==> src/rtl/mmu_port_arbiter.sv <==
`default_nettype none
// ============================================================================
// Module   : mmu_port_arbiter
// Purpose  : Shares the MMU core-side AXI-lite port between the fetch master
//            (read-only) and the load/store master, one whole transaction at
//            a time. Optional macro ARB_RR_EN selects round-robin arbitration
//            instead of fixed priority with a fetch starvation limit.
// Revision : 1.0 - initial release
// ============================================================================
module mmu_port_arbiter #(
    parameter int ADDR_W       = 32,
    parameter int DATA_W       = 32,
    parameter int STARVE_LIMIT = 4
) (
    input  logic                clk,
    input  logic                rst,
    // fetch master
    input  logic [ADDR_W-1:0]   i_araddr,
    input  logic                i_arvalid,
    output logic                i_arready,
    output logic [DATA_W-1:0]   i_rdata,
    output logic [1:0]          i_rresp,
    output logic                i_rvalid,
    input  logic                i_rready,
    // load/store master
    input  logic [ADDR_W-1:0]   d_araddr,
    input  logic                d_arvalid,
    output logic                d_arready,
    output logic [DATA_W-1:0]   d_rdata,
    output logic [1:0]          d_rresp,
    output logic                d_rvalid,
    input  logic                d_rready,
    input  logic [ADDR_W-1:0]   d_awaddr,
    input  logic                d_awvalid,
    output logic                d_awready,
    input  logic [DATA_W-1:0]   d_wdata,
    input  logic [DATA_W/8-1:0] d_wstrb,
    input  logic                d_wvalid,
    output logic                d_wready,
    output logic [1:0]          d_bresp,
    output logic                d_bvalid,
    input  logic                d_bready,
    // MMU side
    output logic [ADDR_W-1:0]   m_araddr,
    output logic                m_arvalid,
    input  logic                m_arready,
    input  logic [DATA_W-1:0]   m_rdata,
    input  logic [1:0]          m_rresp,
    input  logic                m_rvalid,
    output logic                m_rready,
    output logic [ADDR_W-1:0]   m_awaddr,
    output logic                m_awvalid,
    input  logic                m_awready,
    output logic [DATA_W-1:0]   m_wdata,
    output logic [DATA_W/8-1:0] m_wstrb,
    output logic                m_wvalid,
    input  logic                m_wready,
    input  logic [1:0]          m_bresp,
    input  logic                m_bvalid,
    output logic                m_bready,
    output logic                is_instr,
    input  logic                mmu_exc,
    input  logic [2:0]          mmu_exc_vec,
    output logic                exc_valid,
    output logic                exc_src,
    output logic [2:0]          exc_vec
);

    localparam logic [2:0] S_IDLE = 3'd0;
    localparam logic [2:0] S_I_AR = 3'd1;
    localparam logic [2:0] S_I_R  = 3'd2;
    localparam logic [2:0] S_D_AR = 3'd3;
    localparam logic [2:0] S_D_R  = 3'd4;
    localparam logic [2:0] S_D_AW = 3'd5;
    localparam logic [2:0] S_D_W  = 3'd6;
    localparam logic [2:0] S_D_B  = 3'd7;

    logic [2:0] r_state;
    logic [2:0] w_state_nxt;
    logic       r_is_instr;
    logic       r_exc_valid;
    logic       r_exc_src;
    logic [2:0] r_exc_vec;

    logic w_data_req;
    logic w_fetch_win;
    logic w_grant;
    logic w_ar_hs;
    logic w_r_hs;
    logic w_aw_hs;
    logic w_w_hs;
    logic w_b_hs;
    logic w_done;

    assign w_data_req = d_arvalid | d_awvalid;
    assign w_grant    = (r_state == S_IDLE) && (w_state_nxt != S_IDLE);

`ifdef ARB_RR_EN
    logic r_last_fetch;

    // On a tie, favour whichever master was not granted last.
    assign w_fetch_win = i_arvalid & (~w_data_req | ~r_last_fetch);

    always_ff @(posedge clk) begin
        if (rst) begin
            r_last_fetch <= 1'b0;
        end else if (w_grant) begin
            r_last_fetch <= w_fetch_win;
        end
    end
`else
    localparam int         C_CNT_W = 4;
    localparam logic [3:0] C_LIMIT = 4'(STARVE_LIMIT);

    logic [C_CNT_W-1:0] r_starve_cnt;

    assign w_fetch_win = i_arvalid & (~w_data_req | (r_starve_cnt == C_LIMIT));

    // Counts data grants that overtook a waiting fetch.
    always_ff @(posedge clk) begin
        if (rst) begin
            r_starve_cnt <= '0;
        end else if (w_grant) begin
            if (w_fetch_win || !i_arvalid) begin
                r_starve_cnt <= '0;
            end else if (r_starve_cnt != C_LIMIT) begin
                r_starve_cnt <= r_starve_cnt + 4'd1;
            end
        end
    end
`endif

    always_comb begin
        m_araddr  = '0;
        m_arvalid = 1'b0;
        i_arready = 1'b0;
        d_arready = 1'b0;
        m_rready  = 1'b0;
        i_rdata   = '0;
        i_rresp   = '0;
        i_rvalid  = 1'b0;
        d_rdata   = '0;
        d_rresp   = '0;
        d_rvalid  = 1'b0;
        m_awaddr  = '0;
        m_awvalid = 1'b0;
        d_awready = 1'b0;
        m_wdata   = '0;
        m_wstrb   = '0;
        m_wvalid  = 1'b0;
        d_wready  = 1'b0;
        d_bresp   = '0;
        d_bvalid  = 1'b0;
        m_bready  = 1'b0;
        case (r_state)
            S_I_AR: begin
                m_araddr  = i_araddr;
                m_arvalid = i_arvalid;
                i_arready = m_arready;
            end
            S_I_R: begin
                m_araddr  = i_araddr;
                i_rdata   = m_rdata;
                i_rresp   = m_rresp;
                i_rvalid  = m_rvalid;
                m_rready  = i_rready;
            end
            S_D_AR: begin
                m_araddr  = d_araddr;
                m_arvalid = d_arvalid;
                d_arready = m_arready;
            end
            S_D_R: begin
                m_araddr  = d_araddr;
                d_rdata   = m_rdata;
                d_rresp   = m_rresp;
                d_rvalid  = m_rvalid;
                m_rready  = d_rready;
            end
            S_D_AW: begin
                m_awaddr  = d_awaddr;
                m_awvalid = d_awvalid;
                d_awready = m_awready;
                m_wdata   = d_wdata;
                m_wstrb   = d_wstrb;
            end
            S_D_W: begin
                m_awaddr  = d_awaddr;
                m_wdata   = d_wdata;
                m_wstrb   = d_wstrb;
                m_wvalid  = d_wvalid;
                d_wready  = m_wready;
            end
            S_D_B: begin
                m_awaddr  = d_awaddr;
                m_wdata   = d_wdata;
                m_wstrb   = d_wstrb;
                d_bresp   = m_bresp;
                d_bvalid  = m_bvalid;
                m_bready  = d_bready;
            end
            default: ;
        endcase
    end

    assign w_ar_hs = m_arvalid & m_arready;
    assign w_r_hs  = m_rvalid  & m_rready;
    assign w_aw_hs = m_awvalid & m_awready;
    assign w_w_hs  = m_wvalid  & m_wready;
    assign w_b_hs  = m_bvalid  & m_bready;
    assign w_done  = w_r_hs | w_b_hs;

    always_comb begin
        w_state_nxt = r_state;
        case (r_state)
            S_IDLE: begin
                if (w_fetch_win) begin
                    w_state_nxt = S_I_AR;
                end else if (d_arvalid) begin
                    w_state_nxt = S_D_AR;
                end else if (d_awvalid) begin
                    w_state_nxt = S_D_AW;
                end
            end
            S_I_AR: if (w_ar_hs) w_state_nxt = S_I_R;
            S_I_R:  if (w_r_hs)  w_state_nxt = S_IDLE;
            S_D_AR: if (w_ar_hs) w_state_nxt = S_D_R;
            S_D_R:  if (w_r_hs)  w_state_nxt = S_IDLE;
            S_D_AW: if (w_aw_hs) w_state_nxt = S_D_W;
            S_D_W:  if (w_w_hs)  w_state_nxt = S_D_B;
            S_D_B:  if (w_b_hs)  w_state_nxt = S_IDLE;
            default: w_state_nxt = S_IDLE;
        endcase
    end

    // is_instr is derived from the next state so it is already stable when
    // the fetch AR valid is first forwarded.
    always_ff @(posedge clk) begin
        if (rst) begin
            r_state     <= S_IDLE;
            r_is_instr  <= 1'b0;
            r_exc_valid <= 1'b0;
            r_exc_src   <= 1'b0;
            r_exc_vec   <= 3'b000;
        end else begin
            r_state     <= w_state_nxt;
            r_is_instr  <= (w_state_nxt == S_I_AR) || (w_state_nxt == S_I_R);
            r_exc_valid <= w_done & mmu_exc;
            r_exc_src   <= w_done & mmu_exc & (r_state == S_I_R);
            r_exc_vec   <= (w_done & mmu_exc) ? mmu_exc_vec : 3'b000;
        end
    end

    assign is_instr  = r_is_instr;
    assign exc_valid = r_exc_valid;
    assign exc_src   = r_exc_src;
    assign exc_vec   = r_exc_vec;

endmodule
`default_nettype wire

==> config.mk <==
export PLATFORM = sky130hd
export DESIGN_NAME = mmu_port_arbiter
export DESIGN_NICKNAME = d
export VERILOG_FILES = /design/src/rtl/mmu_port_arbiter.sv
export SDC_FILE = /design/constraint.sdc
export NUM_CORES = 1
export LEC_CHECK = 0
export ABC_AREA = 1
export BUFFER_PORTS_ARGS = -buffer_cell sky130_fd_sc_hd__buf_2
export CAP_MARGIN = 0
export CORE_AREA = 3 3 146 148
export CTS_BUF_LIST = sky130_fd_sc_hd__clkbuf_16
export DETAILED_ROUTE_END_ITERATION = 12
export DIE_AREA = 0 0 149 151
export PLACE_DENSITY = 0.44
export SETUP_SLACK_MARGIN = 0.4
export SLEW_MARGIN = 10
export SYNTH_ARGS = -nofsm -noshare
export SYNTH_HDL_FRONTEND = slang
export SYNTH_SLANG_ARGS = --single-unit
export TNS_END_PERCENT = 50
==> constraint.sdc <==
create_clock -name clk -period 2 [get_ports clk]
set_clock_uncertainty 0.1 [all_clocks]
set_input_delay 0.1 -clock clk [delete_from_list [all_inputs] [get_ports clk]]
set_output_delay 0.1 -clock clk [all_outputs]
set_load 0.02 [all_outputs]
==> flow_summary_export.csv, run 1 <==
group,metric,value,unit
worst_hold_path,hp-class,"in2reg",
route,via_per_inst,3.730,
grt,grtUsageTotal,0.1120,
route,firstDrtPassIters,4,
setup_path,critPathMaxFanout,8,
setup_path,cp.arrival,1.58,ns
outcome,outcome,"finished, final reports clean",
floorplan,die_area,22500,sq um
timing,min_period,1.775,ns
setup_path,crit_path_start_kind,"flop",
clock_tree,path_clk_slew,0.05,ns
clock_tree,cts_root_buffer,"clkbuf_16",
clock_tree,clockBufferDepth,2,
setup_path,cp-end-kind,"output pin",
floorplan,start_util,0.1111,
pwr,power_density,1104,nW/um^2
grt,grt_pass1_vias,3707,
setup_path,critPathKind,"reg2out",
setup_path,rrSetupSlack,0.36,ns
synth,syn-num-nets,688,
placed_design,dp_hpwl,11650,um
setup_path,cpMaxStageDelayCell,"dfxtp_4",
pwr,p_total,6629,uW
floorplan,die_x,149,um
timing,final_max_slew_viol_count,0,
timing,tightest_slew,0.3466,ns
timing,max_freq,563.3,MHz
floorplan,rows,52,
setup_path,crit_chain,"inv_4 -> nor3_4 -> inv_2 -> nand2_8 -> buf_12 -> nand2_1 -> nand2_2 -> buf_6",
clock_tree,cts_tree,"yes",
clock_tree,insertion_delay,0.24,ns
flow_run,cap_violations,0,
finish,layout.nets,1080,
timing,fin_crit_sh,0.8876,
finish,antenna_cells,0,
synth,yosysUniqueCellTypes,23,
route,routed_wl,15850,um
clock_tree,cts_max_level,1,
finish,layout-drive-gt1-share,0.5836,
placed_design,portBuffers,373,
timing,maxSlewHeadroom,0.7665,
floorplan,coreArea,20170,sq um
route,drc,0,
timing,setup_violations,0,
timing,rsz0062_at_grt,"true",
setup_path,cpPeakStageDelay,0.40,ns
synth,syn_inst,500,
placed_design,place_congestion,0.8284,
timing,hold_violations,0,
floorplan,io_pins,374,
finish,area_delta_synth_final,168.0,%
synth,ys_seq_area_frac,0.1161,
synth,ys_warn_count,0,
pwr,p_leak,0.003770,uW
route,final_antenna_net_count,0,
pwr,ir_worst_vdd,0.4622,mV
route,wl_per_cell,13.65,um
floorplan,die_h,151,um
synth,ys_ff_latch,13,
grt,grt_max_degree,37,
setup_path,crit_required,1.80,ns
route,drtIter0Drc,188,
clock_tree,numCtsBuffers,3,
grt,grt_pass1_wl,20300,um
grt,antenna_found_initial,0,
route,route.vias.total,4330,
finish,layout_commonest_cell,"buf_2",
finish,final_cell_mix,"buf_2, inv_1, nor2_1",
synth,syn-cell-area,2241,sq um
synth,syn_area_per_cell,4.482,sq um
timing,final.setup.tns,0,ns
clock_tree,cts.sinks,13,
grt,grt-ovfl-total,0,
worst max-delay path: cells and delay by family, from the launching register on:
family                 cells  cell delay, ns
buffers and inverters      4            0.44
DFF                        1            0.40
and+or+nand+nor            4            0.49
metrics by stage:
step,hold WS [ns],util,area (sq um),instances,setup WS [ns]
3_3_place_gp,0.2166,0.2201,4439,1127,0.2846
5_1_grt,0.08347,0.2977,6005,1161,0.1578
4_1_cts,0.1881,0.2513,5069,1146,0.1999
6_report,0.05293,0.2977,6005,1161,0.2249
2_1_floorplan,0.06907,-,2241,500,0.3904
3_5_place_dp,0.2230,0.2201,4439,1127,0.2730
sequential cells by signal, summed over array words and instances, names as in the netlist:
register      count
exc_vec           3
exc_src           1
r_state           3
is_instr          1
exc_valid         1
r_starve_cnt      4
final timing paths:
path,to,depth (start not counted),startpoint
hold reg to reg,r_starve_cnt[1],2,r_starve_cnt[1]
hold / removal,exc_valid,3,mmu_exc
setup reg to reg,r_state[1],10,r_state[0]
setup / recovery,m_araddr[22],8,r_state[1]
layout make-up:
class                      instances  area [sq um]
clock buffer                       3         75.07
clock inverter                     1         5.005
fill                            2190         14160
inverter                         137         529.3
multi-input combinational        327          1852
sequential                        13         271.5
tap                              270         337.8
timing repair buffer             410          2934
kinds of logic (layout without fill, tap and decap cells):
| logic type | count (synthesis) | in the layout | share of synthesized area |
|---|---|---|---|
| adder cells (fa/ha/maj) | 2 | 2 | 0.01117 |
| XOR/XNOR | 2 | 2 | 0.007818 |
| buffers and inverters | 160 | 551 | 0.2747 |
| AO/OA/AOI/OAI | 41 | 41 | 0.09380 |
| AND/OR/NAND/NOR | 282 | 282 | 0.4964 |
| flip-flops | 13 | 13 | 0.1161 |
layer usage:
metal  global-route usage  routed length, um
met1               0.1357               6004
met2               0.2206               8722
met3              0.01047               1039
met4              0.01053                 83
met5                    0                  0
power by group:
part           switching (uW)  internal, uW  leakage (uW)
registers                87.3           334      0.000108
logic                    3270          2550       0.00362
clock network             117           267     0.0000409
total                    3480          3150       0.00377
cell usage after synthesis:
cell type,instances,area (sq um)
nor2_4,1,11.26
inv_1,134,503.0
nand2_1,96,360.4
o21ai_0,34,170.2
or2_2,1,6.260
o211ai_1,1,7.510
xor2_1,2,17.52
nor3_1,1,5.000
a211oi_1,1,7.510
dfxtp_1,13,260.3
nor3_2,1,10.01
buf_4,1,7.510
ha_1,2,25.02
nand3_1,9,45.04
clkbuf_1,6,22.52
nor2_1,163,611.8
nor2_2,2,12.51
inv_2,3,11.26
a21oi_1,5,25.02
buf_2,9,45.04
buf_1,7,26.28
nand4_1,6,37.54
nand2_2,2,12.51
repair_timing:
action                     4_1_cts  5_1_grt
cloned                           5        5
pin swaps                        2        9
hold buffers                     4        0
hold endpoints to repair         6        0
gates resized for setup        112      241
setup buffers                    6       10
setup endpoints to repair      182      177
(Power assumes the default switching activity.)
==> run 2, diff against run 1 <==
--- a/config.mk
+++ b/config.mk
@@ -13,6 +13,7 @@
 export DETAILED_ROUTE_END_ITERATION = 12
 export DIE_AREA = 0 0 149 151
 export PLACE_DENSITY = 0.44
+export REMOVE_ABC_BUFFERS = 1
 export SETUP_SLACK_MARGIN = 0.4
 export SLEW_MARGIN = 10
 export SYNTH_ARGS = -nofsm -noshare
==> run 2 against run 1 <==
- power down 4.6%
- global-route usage up 0.65 points
- die area unchanged
- clock-buffer cell count unchanged
- sequential share of layout area up 0.35 points
- sequential power down 1%
- critical path depth up 1
- critical path type unchanged
- largest power group unchanged
==> flow_summary_export.csv, run 2 (synthesized netlist as in run 1, its figures left out) <==
group,metric,value,unit
timing,setup_violations,0,
worst_hold_path,hp-start,"mmu_exc",
floorplan,die_x,149,um
floorplan,io_pins,374,
clock_tree,cts_root_buffer,"clkbuf_16",
setup_path,cp.arrival,1.55,ns
pwr,p_total,6323,uW
timing,final_max_slew_viol_count,0,
setup_path,cp-end-kind,"output pin",
timing,tightest_slew,0.2914,ns
timing,fin_crit_sh,0.8744,
setup_path,crit_chain,"inv_4 -> nor3_4 -> inv_2 -> nand2_4 -> buf_12 -> clkbuf_16 -> nand2_1 -> nand2_1 -> buf_6",
setup_path,path_common_cell,"nand2_1",
clock_tree,cts_max_level,1,
finish,area_delta_synth_final,148.5,%
finish,largest_register_ffs,4,
floorplan,coreArea,20170,sq um
route,wl_per_cell,13.34,um
clock_tree,insertion_delay,0.24,ns
flow_run,cap_violations,0,
finish,layout-drive-gt1-share,0.5546,
placed_design,dp_hpwl,12210,um
grt,grt_max_degree,37,
grt,grt_pass1_wl,21200,um
placed_design,dp_cells,1128,
finish,antenna_cells,0,
grt,grt_pass1_vias,3833,
clock_tree,path_clk_slew,0.04,ns
pwr,ir_worst_vdd,0.5678,mV
clock_tree,numCtsBuffers,3,
finish,layout.cells.non_filler,1159,
clock_tree,cts.sinks,13,
floorplan,rows,52,
finish,layout.nets,1078,
route,drtIter0Drc,129,
setup_path,cp_top_family,"buffers and inverters",
setup_path,rr_startpoint,"r_state[0]",
setup_path,rrSetupSlack,0.35,ns
timing,min_period,1.749,ns
grt,grtUsageTotal,0.1185,
finish,layout_commonest_cell,"buf_2",
timing,hold_violations,0,
floorplan,die_h,151,um
setup_path,rr_endpoint,"is_instr",
timing,max_freq,571.8,MHz
pwr,power_density,1135,nW/um^2
setup_path,rr_worst_depth,10,
placed_design,place_congestion,0.9036,
pwr,p_leak,0.003713,uW
route,routed_wl,15460,um
timing,timing.hold.ws,0.04758,ns
setup_path,cpPeakStageDelay,0.39,ns
route,firstDrtPassIters,4,
grt,antenna_found_initial,0,
setup_path,critPathMaxFanout,5,
worst_hold_path,hp-class,"in2reg",
setup_path,cp-startpoint,"r_state[1]",
setup_path,crit_required,1.80,ns
setup_path,path_buf_inv,5,
worst_hold_path,min_path_cells,3,
grt,grt-ovfl-total,0,
floorplan,start_util,0.1111,
floorplan,die_area,22500,sq um
timing,rsz0062_at_grt,"true",
placed_design,portBuffers,373,
clock_tree,cts_tree,"yes",
outcome,outcome,"finished, final reports clean",
finish,fill_cells,2322,
finish,largest_register,"r_starve_cnt",
timing,maxSlewHeadroom,0.8042,
route,final_antenna_net_count,0,
finish,final_cell_mix,"buf_2, nor2_1, inv_1",
worst_hold_path,hold_end,"exc_vec[1]",
finish,seq_area,271.5,sq um
setup_path,cpMaxStageDelayCell,"dfxtp_4",
setup_path,crit_path_start_kind,"flop",
finish,multi_input_area,1618,sq um
route,route.vias.total,4259,
clock_tree,clockBufferDepth,2,
route,drc,0,
route,via_per_inst,3.675,
setup_path,critPathKind,"reg2out",
==> run 2: cell count changes in the layout (fill, tap and decap cells not counted), moves of 14 or more <==
| cell | change |
|---|---|
| buf_2 | +25 |
| buf_6 | -32 |
| nand2_1 | +19 |
| nand2_2 | -17 |
| nor2_1 | +14 |
| nor2_2 | +16 |
| nor2_4 | -30 |
| o21ai_0 | -18 |
==> run 2: final cells by class <==
cell class | count | area share
multi-input combinational | 327 | 0.2905
clock inverter | 1 | 0.0006740
timing repair buffer | 408 | 0.4913
sequential | 13 | 0.04875
inverter | 137 | 0.09459
tap | 270 | 0.06066
clock buffer | 3 | 0.01348
==> run 2: worst reg2reg max path: cells and delay by family (launching register included) <==
family	cells	cell delay [ns]
simple gates	9	0.86
flops	1	0.37
buf+inv	1	0.21
==> run 2: worst max-delay path by stage <==
stage / to / slack (ns) / cells past startpoint
after floorplan: d_rdata[0] / -0.43 / 4
after global placement: m_araddr[19] / 0.30 / 7
after detailed placement: is_instr / 0.29 / 9
after CTS: m_araddr[23] / 0.25 / 9
after global routing: m_araddr[15] / 0.17 / 8
final: m_araddr[27] / 0.25 / 9
==> run 2: report_power, final <==
group	internal, uW	leakage, uW	total (uW)	switching [uW]
combinational	2460	0.00356	5550	3080
sequential	335	0.000108	417	81.9
clock	262	0.0000423	361	98.4
==> run 2: repair_timing <==
action,CTS,global route
gates cloned,6,3
hold endpoints to repair,6,0
hold buffers,4,0
endpoints found under the setup margin,178,183
pin swaps,6,28
gates resized for setup,161,97
setup buffers,11,3
==> run 2: per-stage QoR <==
stage | util | instance area, sq um | worst slack (ns) | TNS [ns]
final | 0.2761 | 5569 | 0.2512 | 0
after global routing | 0.2761 | 5569 | 0.1669 | 0
after CTS | 0.2604 | 5253 | 0.2466 | 0
after detailed placement | 0.2192 | 4422 | 0.2929 | 0
after global placement | 0.2192 | 4422 | 0.3047 | 0
after floorplan | - | 2140 | -0.4293 | -28.51
==> run 2: metal layers <==
metal  up-vias  global-route usage  part of all wire
met4         0             0.01876             0.012
li1       2198                   -                 -
met5         -                   0                 0
met2       189              0.2322              0.53
met3        16             0.01586             0.071
met1      1856              0.1386              0.39
==> run 3, diff against run 2 <==
--- a/config.mk
+++ b/config.mk
@@ -14,7 +14,7 @@
 export DIE_AREA = 0 0 149 151
 export PLACE_DENSITY = 0.44
 export REMOVE_ABC_BUFFERS = 1
-export SETUP_SLACK_MARGIN = 0.4
+export SETUP_SLACK_MARGIN = 0.02
 export SLEW_MARGIN = 10
 export SYNTH_ARGS = -nofsm -noshare
 export SYNTH_HDL_FRONTEND = slang
==> run 3 against run 2 <==
- cell count shrank 2.0%
- clock power barely moved
- sequential share of layout area up 0.86 points
- critical path depth decreased by 3
- global-route usage decreased by 1.1 points
- sequential cell count did not move
- combinational power decreased by 32%
- first-iteration DRC count increased by 36%
- via count decreased by 5.7%
- utilization down 5.0 points
- maximum frequency fell by 7.3%
- non-clock buffer count is 23 lower
==> flow_summary_export.csv, run 3 (synthesized netlist as in run 1, its figures left out) <==
group,metric,value,unit
outcome,outcome,"finished, final reports clean",
timing,fin_crit_sh,0.9435,
timing,min_period,1.887,ns
pwr,ir_worst_vdd,0.3782,mV
setup_path,crit_chain,"nor2_1 -> inv_1 -> nor2_2 -> inv_2 -> nor2_1 -> buf_2",
setup_path,critPathKind,"reg2out",
pwr,power_density,985.8,nW/um^2
worst_hold_path,hold_end,"exc_valid",
pwr,p_leak,0.003453,uW
clock_tree,insertion_delay,0.24,ns
clock_tree,post_cts.repair.setup_buffers,0,
clock_tree,numCtsBuffers,3,
setup_path,path_common_cell,"nor2_1",
setup_path,crit_required,1.80,ns
setup_path,cp-end-kind,"output pin",
floorplan,die_area,22500,sq um
finish,post-route-util,0.2259,
pwr,p_total,4492,uW
setup_path,rr_worst_depth,9,
timing,rsz0062_at_grt,"true",
route,via_per_inst,3.537,
finish,area_delta_synth_final,103.4,%
worst_hold_path,hp-class,"in2reg",
worst_hold_path,min_path_cells,3,
grt,grt_max_degree,54,
floorplan,die_h,151,um
route,drc,0,
worst_hold_path,hp-start,"mmu_exc",
floorplan,start_util,0.1111,
finish,antenna_cells,0,
grt,grt_pass1_vias,3530,
timing,maxSlewHeadroom,0.5965,
clock_tree,cts_max_level,1,
clock_tree,clockBufferDepth,2,
grt,grtUsageTotal,0.1071,
grt,grt_pass1_wl,19370,um
finish,largest_register,"r_starve_cnt",
setup_path,rr_endpoint,"exc_src",
placed_design,dp_hpwl,12210,um
clock_tree,cts_root_buffer,"clkbuf_16",
timing,final_max_slew_viol_count,0,
setup_path,cpPeakStageDelay,0.44,ns
timing,timing.hold.ws,0.1009,ns
finish,layout-drive-gt1-share,0.4584,
finish,largest_register_ffs,4,
setup_path,path_buf_inv,3,
setup_path,cp_top_family,"buffers and inverters",
route,firstDrtPassIters,4,
setup_path,cpMaxStageDelayCell,"inv_2",
timing,worst_slack,0.1131,ns
clock_tree,cts_tree,"yes",
timing,hold_violations,0,
floorplan,die_x,149,um
placed_design,place_congestion,0.9036,
finish,layout_commonest_cell,"buf_2",
setup_path,rr_startpoint,"r_state[2]",
clock_tree,cts.sinks,13,
floorplan,coreArea,20170,sq um
route,routed_wl,13970,um
clock_tree,path_clk_slew,0.04,ns
setup_path,critPathMaxFanout,35,
placed_design,portBuffers,373,
finish,final_cell_mix,"buf_2, nor2_1, inv_1",
floorplan,rows,52,
setup_path,cp-startpoint,"r_state[1]",
route,route.vias.total,4018,
timing,tightest_slew,0.6044,ns
flow_run,cap_violations,0,
floorplan,io_pins,374,
setup_path,rrSetupSlack,0.38,ns
grt,antenna_found_initial,0,
setup_path,cp_num_cells,6,
timing,setup_violations,0,
timing,max_freq,530.0,MHz
finish,layout.nets,1055,
route,final_antenna_net_count,0,
grt,grt-ovfl-total,0,
setup_path,cp.arrival,1.69,ns
route,wl_per_cell,12.29,um
placed_design,place_ws,0.2929,ns
setup_path,crit_path_start_kind,"flop",
route,drtIter0Drc,175,
==> run 3: changes by cell type in the layout (fill, tap and decap cells not counted), sizes merged <==
cell,before,now
clkbuf,6,3
buf,401,381
==> run 3: where the power goes <==
part	internal (uW)	total (uW)	switching (uW)
logic	1190	3750	2560
clock network	263	361	98.5
registers	321	385	63.9
total	1770	4490	2720
==> run 3: what timing repair did <==
item | 4_1_cts | 5_1_grt
endpoints found under the setup margin | 0 | 62
hold buffers | 4 | 0
hold endpoints to repair | 6 | 0
gates resized for setup | 0 | 5
==> run 3: tightest hold or removal path: stages <==
cell and delay [ns]:
buf_2 0.07, nand3_1 0.15, inv_1 0.08
==> run 3: how the worst max path moves through the flow <==
| stage | slack, ns | endpoint |
|---|---|---|
| 3_3_place_gp | 0.30 | m_araddr[19] |
| 6_report | 0.11 | d_rdata[5] |
| 3_5_place_dp | 0.29 | is_instr |
| 2_1_floorplan | -0.43 | d_rdata[0] |
| 4_1_cts | 0.05 | m_araddr[11] |
| 5_1_grt | -0.03 | d_rdata[12] |
==> run 3: layout make-up <==
class / count / area [sq um]
Timing Repair Buffer: 385 / 1994
Inverter: 137 / 514.2
Clock inverter: 1 / 3.754
Sequential cell: 13 / 261.5
Multi-Input combinational cell: 327 / 1370
Tap cell: 270 / 337.8
Clock buffer: 3 / 75.07
Fill cell: 2399 / 15610
==> run 3: routing by layer <==
metal,track usage,wire length [um]
met5,0,0
met4,0.01465,121
met3,0.01287,1086
met2,0.2010,7096
met1,0.1341,5663
==> run 3: through the flow <==
| stage | setup TNS, ns | std cells | cell area [sq um] |
|---|---|---|---|
| 2_1_floorplan | -28.51 | 477 | 2140 |
| 3_3_place_gp | 0 | 1128 | 4422 |
| 5_1_grt | -0.2026 | 1136 | 4557 |
| 3_5_place_dp | 0 | 1128 | 4422 |
| 4_1_cts | 0 | 1136 | 4541 |
| 6_report | 0 | 1136 | 4557 |
